==> config.mk <==
export PLATFORM = sky130hd
export DESIGN_NAME = song_follower
export DESIGN_NICKNAME = d
export VERILOG_FILES = /design/src/rtl/song_follower.sv
export SDC_FILE = /design/constraint.sdc
export NUM_CORES = 1
export LEC_CHECK = 0
export CORE_MARGIN = 4
export CORE_UTILIZATION = 60
export DETAILED_ROUTE_END_ITERATION = 12
export PLACE_DENSITY = 0.92
export SLEW_MARGIN = 20
export SYNTH_ARGS = -nofsm -noshare
export SYNTH_HDL_FRONTEND = slang
export SYNTH_SLANG_ARGS = --single-unit
==> constraint.sdc <==
create_clock -name clk -period 5.9 [get_ports clk]
set_clock_uncertainty 0.1 [all_clocks]
set_input_delay 1.18 -clock clk [delete_from_list [all_inputs] [get_ports clk]]
set_output_delay 1.18 -clock clk [all_outputs]
set_load 0.02 [all_outputs]
==> src/rtl/song_follower.sv <==
// Play-along sequencer: debounces a one-hot played note, grades it against the
// song ROM entry at idx, and skips notes that are not played within the timeout.
module song_follower #(
  parameter int w_note         = 12,
  parameter int song_len       = 62,
  parameter int w_idx          = $clog2(song_len + 1),
  parameter int hold_cycles    = 1000,
  parameter int timeout_cycles = 50000000,
  parameter int w_cnt          = 16
) (
  input  logic              clk,
  input  logic              rst,
  input  logic              start,
  input  logic [w_note-1:0] note_in,
  input  logic [w_note-1:0] song_note,
  output logic [w_idx-1:0]  idx,
  output logic              busy,
  output logic              done,
  output logic              hit,
  output logic              miss,
  output logic              skip,
  output logic [w_cnt-1:0]  hits,
  output logic [w_cnt-1:0]  misses
);

  localparam int w_hold = $clog2(hold_cycles + 1);
  localparam int w_tmr  = $clog2(timeout_cycles + 1);
  localparam logic [w_hold-1:0] hold_last = w_hold'(hold_cycles - 1);
  localparam logic [w_tmr-1:0]  tmr_last  = w_tmr'(timeout_cycles - 1);
  localparam logic [w_idx-1:0]  idx_last  = w_idx'(song_len - 1);

  typedef enum logic [1:0] {
    st_idle   = 2'd0,
    st_listen = 2'd1,
    st_wait   = 2'd2,
    st_done   = 2'd3
  } state_t;

  function automatic logic is_one_hot(input logic [w_note-1:0] v);
    return (v != {w_note{1'b0}}) && ((v & (v - w_note'(1))) == {w_note{1'b0}});
  endfunction

  function automatic logic [w_cnt-1:0] sat_inc(input logic [w_cnt-1:0] c);
    return (c == {w_cnt{1'b1}}) ? c : c + w_cnt'(1);
  endfunction

  state_t             state_r, state_nxt;
  logic [w_idx-1:0]   idx_r, idx_nxt;
  logic [w_cnt-1:0]   hits_r, hits_nxt, misses_r, misses_nxt;
  logic [w_hold-1:0]  hold_r, hold_nxt;
  logic [w_tmr-1:0]   timer_r, timer_nxt;
  logic [w_note-1:0]  prev_note_r, acc_note_r, acc_nxt;
  logic               busy_r, done_r, hit_r, miss_r, skip_r;
  logic               hit_nxt, miss_nxt, skip_nxt;
  logic               stable_s, accept_s, timeout_s;

  assign stable_s  = is_one_hot(note_in) && (note_in == prev_note_r);
  assign accept_s  = stable_s && (hold_r == hold_last);
  assign timeout_s = (timer_r == tmr_last);

  // Next-state, counter and pulse decisions; start overrides everything.
  always_comb begin
    state_nxt  = state_r;
    idx_nxt    = idx_r;
    hits_nxt   = hits_r;
    misses_nxt = misses_r;
    hold_nxt   = hold_r;
    timer_nxt  = timer_r;
    acc_nxt    = acc_note_r;
    hit_nxt    = 1'b0;
    miss_nxt   = 1'b0;
    skip_nxt   = 1'b0;
    if (start) begin
      state_nxt  = st_listen;
      idx_nxt    = {w_idx{1'b0}};
      hits_nxt   = {w_cnt{1'b0}};
      misses_nxt = {w_cnt{1'b0}};
      hold_nxt   = {w_hold{1'b0}};
      timer_nxt  = {w_tmr{1'b0}};
    end else begin
      case (state_r)
        st_idle: state_nxt = st_idle;
        st_listen: begin
          if (accept_s) begin
            acc_nxt   = note_in;
            timer_nxt = {w_tmr{1'b0}};
            hold_nxt  = {w_hold{1'b0}};
            if (note_in == song_note) begin
              hit_nxt   = 1'b1;
              hits_nxt  = sat_inc(hits_r);
              idx_nxt   = idx_r + w_idx'(1);
              state_nxt = (idx_r == idx_last) ? st_done : st_wait;
            end else begin
              miss_nxt   = 1'b1;
              misses_nxt = sat_inc(misses_r);
              state_nxt  = st_wait;
            end
          end else if (timeout_s) begin
            skip_nxt   = 1'b1;
            misses_nxt = sat_inc(misses_r);
            idx_nxt    = idx_r + w_idx'(1);
            timer_nxt  = {w_tmr{1'b0}};
            hold_nxt   = {w_hold{1'b0}};
            state_nxt  = (idx_r == idx_last) ? st_done : st_listen;
          end else begin
            timer_nxt = timer_r + w_tmr'(1);
            hold_nxt  = stable_s ? hold_r + w_hold'(1) : {w_hold{1'b0}};
          end
        end
        st_wait: begin
          // Timer frozen and hold idle until the accepted note is let go.
          timer_nxt = {w_tmr{1'b0}};
          hold_nxt  = {w_hold{1'b0}};
          if (note_in != acc_note_r) begin
            state_nxt = st_listen;
          end else begin
            state_nxt = st_wait;
          end
        end
        st_done: state_nxt = st_done;
        default: state_nxt = st_idle;
      endcase
    end
  end

  // State and output registers with asynchronous reset.
  always_ff @(posedge clk or posedge rst) begin
    if (rst) begin
      state_r     <= st_idle;
      idx_r       <= {w_idx{1'b0}};
      hits_r      <= {w_cnt{1'b0}};
      misses_r    <= {w_cnt{1'b0}};
      hold_r      <= {w_hold{1'b0}};
      timer_r     <= {w_tmr{1'b0}};
      prev_note_r <= {w_note{1'b0}};
      acc_note_r  <= {w_note{1'b0}};
      busy_r      <= 1'b0;
      done_r      <= 1'b0;
      hit_r       <= 1'b0;
      miss_r      <= 1'b0;
      skip_r      <= 1'b0;
    end else begin
      state_r     <= state_nxt;
      idx_r       <= idx_nxt;
      hits_r      <= hits_nxt;
      misses_r    <= misses_nxt;
      hold_r      <= hold_nxt;
      timer_r     <= timer_nxt;
      prev_note_r <= note_in;
      acc_note_r  <= acc_nxt;
      busy_r      <= (state_nxt == st_listen) || (state_nxt == st_wait);
      done_r      <= (state_nxt == st_done);
      hit_r       <= hit_nxt;
      miss_r      <= miss_nxt;
      skip_r      <= skip_nxt;
    end
  end

  assign idx    = idx_r;
  assign busy   = busy_r;
  assign done   = done_r;
  assign hit    = hit_r;
  assign miss   = miss_r;
  assign skip   = skip_r;
  assign hits   = hits_r;
  assign misses = misses_r;

endmodule

==> results.toml <==
[synth]
postSynthCellCount = 617
synth_top_family_by_area = "simple AND/OR/NAND/NOR gates"
ys_seq_elements = 105
yosysWarnings = 0
muxShareOfSynthArea = 0.0579
syn_area_um2 = 5880
synth_top_flop_cell = "dfrtp_1"
synth-compound-area-share = 0.103
synthAdderAreaFrac = 0.0166
syn_area_per_cell_um2 = 9.53
yosysSeqAreaShare = 0.447
synthArstFlopShare = 1.00
synth-edff-count = 0
synth-simple-area-share = 0.250
synth_xor_area_frac = 0.0879
synth.distinct_cells = 61
syn-num-nets = 651

[cts]
clkTransAtPathRegs_ns = 0.10
ctsHoldBuffers = 0
cts_buffers = 9
cts_tree = "built"
cts_setup_buffers = 0
cts_resized = 0
clk-insertion-delay-late_ns = 0.37
clk_path_buf_depth = 2
clock-sinks = 105
root_buffer = "clkbuf_8"
htreeDepth = 3

[global_route]
grt_pass1_wl_mm = 24.0
grt_use_total = 0.259
grt_max_degree = 77
grt_pass1_vias = 4863
overflow = 0
antenna_found_initial = 0

[job]
drv_cap = 0

[timing]
tightestPinTransition_ns = 0.919
final_hold_viol_count = 0
fmax_mhz = 210
slew_violations = 0
period_minus_slack_ns = 4.76
rsz0062_at_grt = "no"
finalCritPeriodShare = 0.806
fin_setup_tns_ns = 0
max_slew_margin = 0.388
final-setup-viol-count = 0

[power_and_ir_drop]
power_leakage_nw = 2.85
peakVddDrop_uv = 137
p_per_area_nw_per_um2 = 195
finalPower_w = 0.00134

[placement]
place.gp.congestion = 0.869
port_buffers = 69
hpwl_mm = 9.59

[floorplanning]
core_area_um2 = 9370
rows = 35
io_pins = 70
start_util = 0.627
die_w_um = 107
dieHeight_um = 107
die_area_um2 = 11400

[detailed_routing]
dr_total_vias = 4981
detail_route.wl_per_cell_um = 17.6
drc = 0
finalWirelength_mm = 14.1
ant_nets = 0
vias_per_cell = 6.21
first_pass_iters = 5
initialDrtViolationCount = 471

[layout]
area_growth_pct = 16.8
postLayoutCoreUtil = 0.733
nets = 702
antenna_cells = 0
layout-drive-gt1-share = 0.105

[critical_path]
cp_max_fo = 29
endpoint_kind = "register"
cp_data_arrival_time_ns = 4.91
path_class = "in -> reg"
crit_start = "note_in[0]"
rr_startpoint = "prev_note_r[4]"
cp-start-kind = "input port"
cp.required_ns = 6.06

[status]
outcome = "finished clean"

[min_path]
hold_class = "reg -> reg"
hold_path_startpoint = "timer_r[25]"
## routing by layer
metal	vias to the layer above	routed length, um	GRT usage	share of wire
li1	2317	-	-	-
met1	2433	5900	0.350	0.42
met2	191	7110	0.430	0.50
met3	40	802	0.0524	0.057
met4	0	322	0.0667	0.023
met5	-	0	0	0
## cell usage after synthesis (13+ instances only)
| cell type | count | share of area |
|---|---|---|
| or4_1 | 16 | 0.020 |
| nand3_1 | 28 | 0.024 |
| nor2_1 | 57 | 0.036 |
| inv_1 | 15 | 0.0096 |
| mux2_2 | 28 | 0.054 |
| o31ai_1 | 15 | 0.019 |
| xor2_1 | 35 | 0.052 |
| nand2_1 | 44 | 0.028 |
| nor2b_1 | 13 | 0.014 |
| clkbuf_1 | 29 | 0.019 |
| xnor2_1 | 24 | 0.036 |
| nor3_1 | 21 | 0.018 |
| nand4_1 | 27 | 0.029 |
| dfrtp_1 | 105 | 0.45 |
| a21oi_1 | 28 | 0.024 |
## final cells by class
type / count / area (um^2)
clock inverter: 5 / 104
fill: 662 / 2510
tap: 129 / 161
multi-input combinational: 459 / 3030
inverter: 15 / 58.8
timing repair buffer: 78 / 753
clock buffer: 11 / 131
sequential: 105 / 2630
## registers in the layout, summed over array words and instances (netlist names)
signal       cells
timer_r         26
misses          16
hold_r          10
busy             1
skip             1
idx              6
miss             1
prev_note_r     12
acc_note_r      12
state_r          2
done             1
hits            16
hit              1
## worst paths after layout
kind,slack [ns],depth (start not counted),to
setup reg to reg,2.49,9,idx[2]
min in group asynchronous,1.26,2,prev_note_r[10]
hold / removal,0.40,1,timer_r[25]
hold reg to reg,0.40,1,timer_r[25]
setup / recovery,1.14,9,idx[2]
max in group asynchronous,3.52,3,misses[7]
## where the power goes
group	switching (W)	internal, W	total [W]	leakage (nW)
Sequential	0.00000440	0.000725	0.000729	1.43
Clock	0.000240	0.000282	0.000522	0.118
Combinational	0.0000539	0.0000355	0.0000894	1.30
Total	0.000298	0.00104	0.00134	2.85
## layout by cell type (no fill, tap or decap), types with 4 or more instances in the layout
cell type / instances
a21oi_1: 28
o31ai_1: 15
xnor2_1: 24
mux2_2: 28
ha_1: 7
nand2_1: 44
or4_1: 16
xor2_1: 35
inv_1: 14
nor2_1: 57
nor2b_1: 13
nor4_1: 9
or3_1: 9
and4_1: 7
clkdlybuf4s50_1: 68
or2_2: 5
nand4_1: 27
nand3_1: 28
clkbuf_8: 9
and3_1: 11
buf_4: 9
a21o_1: 4
and2_1: 6
o22ai_1: 6
o21ai_0: 12
nor3_1: 21
dfrtp_1: 105
## metrics by stage
step | instance area, um^2 | cells | hold WS [ns] | setup WS (ns)
after floorplan | 5880 | 617 | 0.344 | 1.86
after global placement | 6630 | 786 | 0.380 | 0.893
after detailed placement | 6630 | 786 | 0.392 | 0.813
after CTS | 6870 | 802 | 0.410 | 1.17
after global routing | 6870 | 802 | 0.433 | 0.986
final | 6870 | 802 | 0.404 | 1.14
## critical path, stage by stage
cell             delay, ns
clkdlybuf4s50_1       0.57
or4_4                 0.64
or4_4                 0.53
mux2i_2               0.28
o211a_1               0.25
nand2_1               0.49
buf_4                 0.37
o22ai_1               0.23
mux2_2                0.36
## cell families after synthesis
group / after synthesis
fa+ha+maj: 8
mux: 30
flops: 105
compound gates: 91
buf+inv: 53
xor+xnor: 59
simple gates: 271
(Power assumes the default switching activity.)
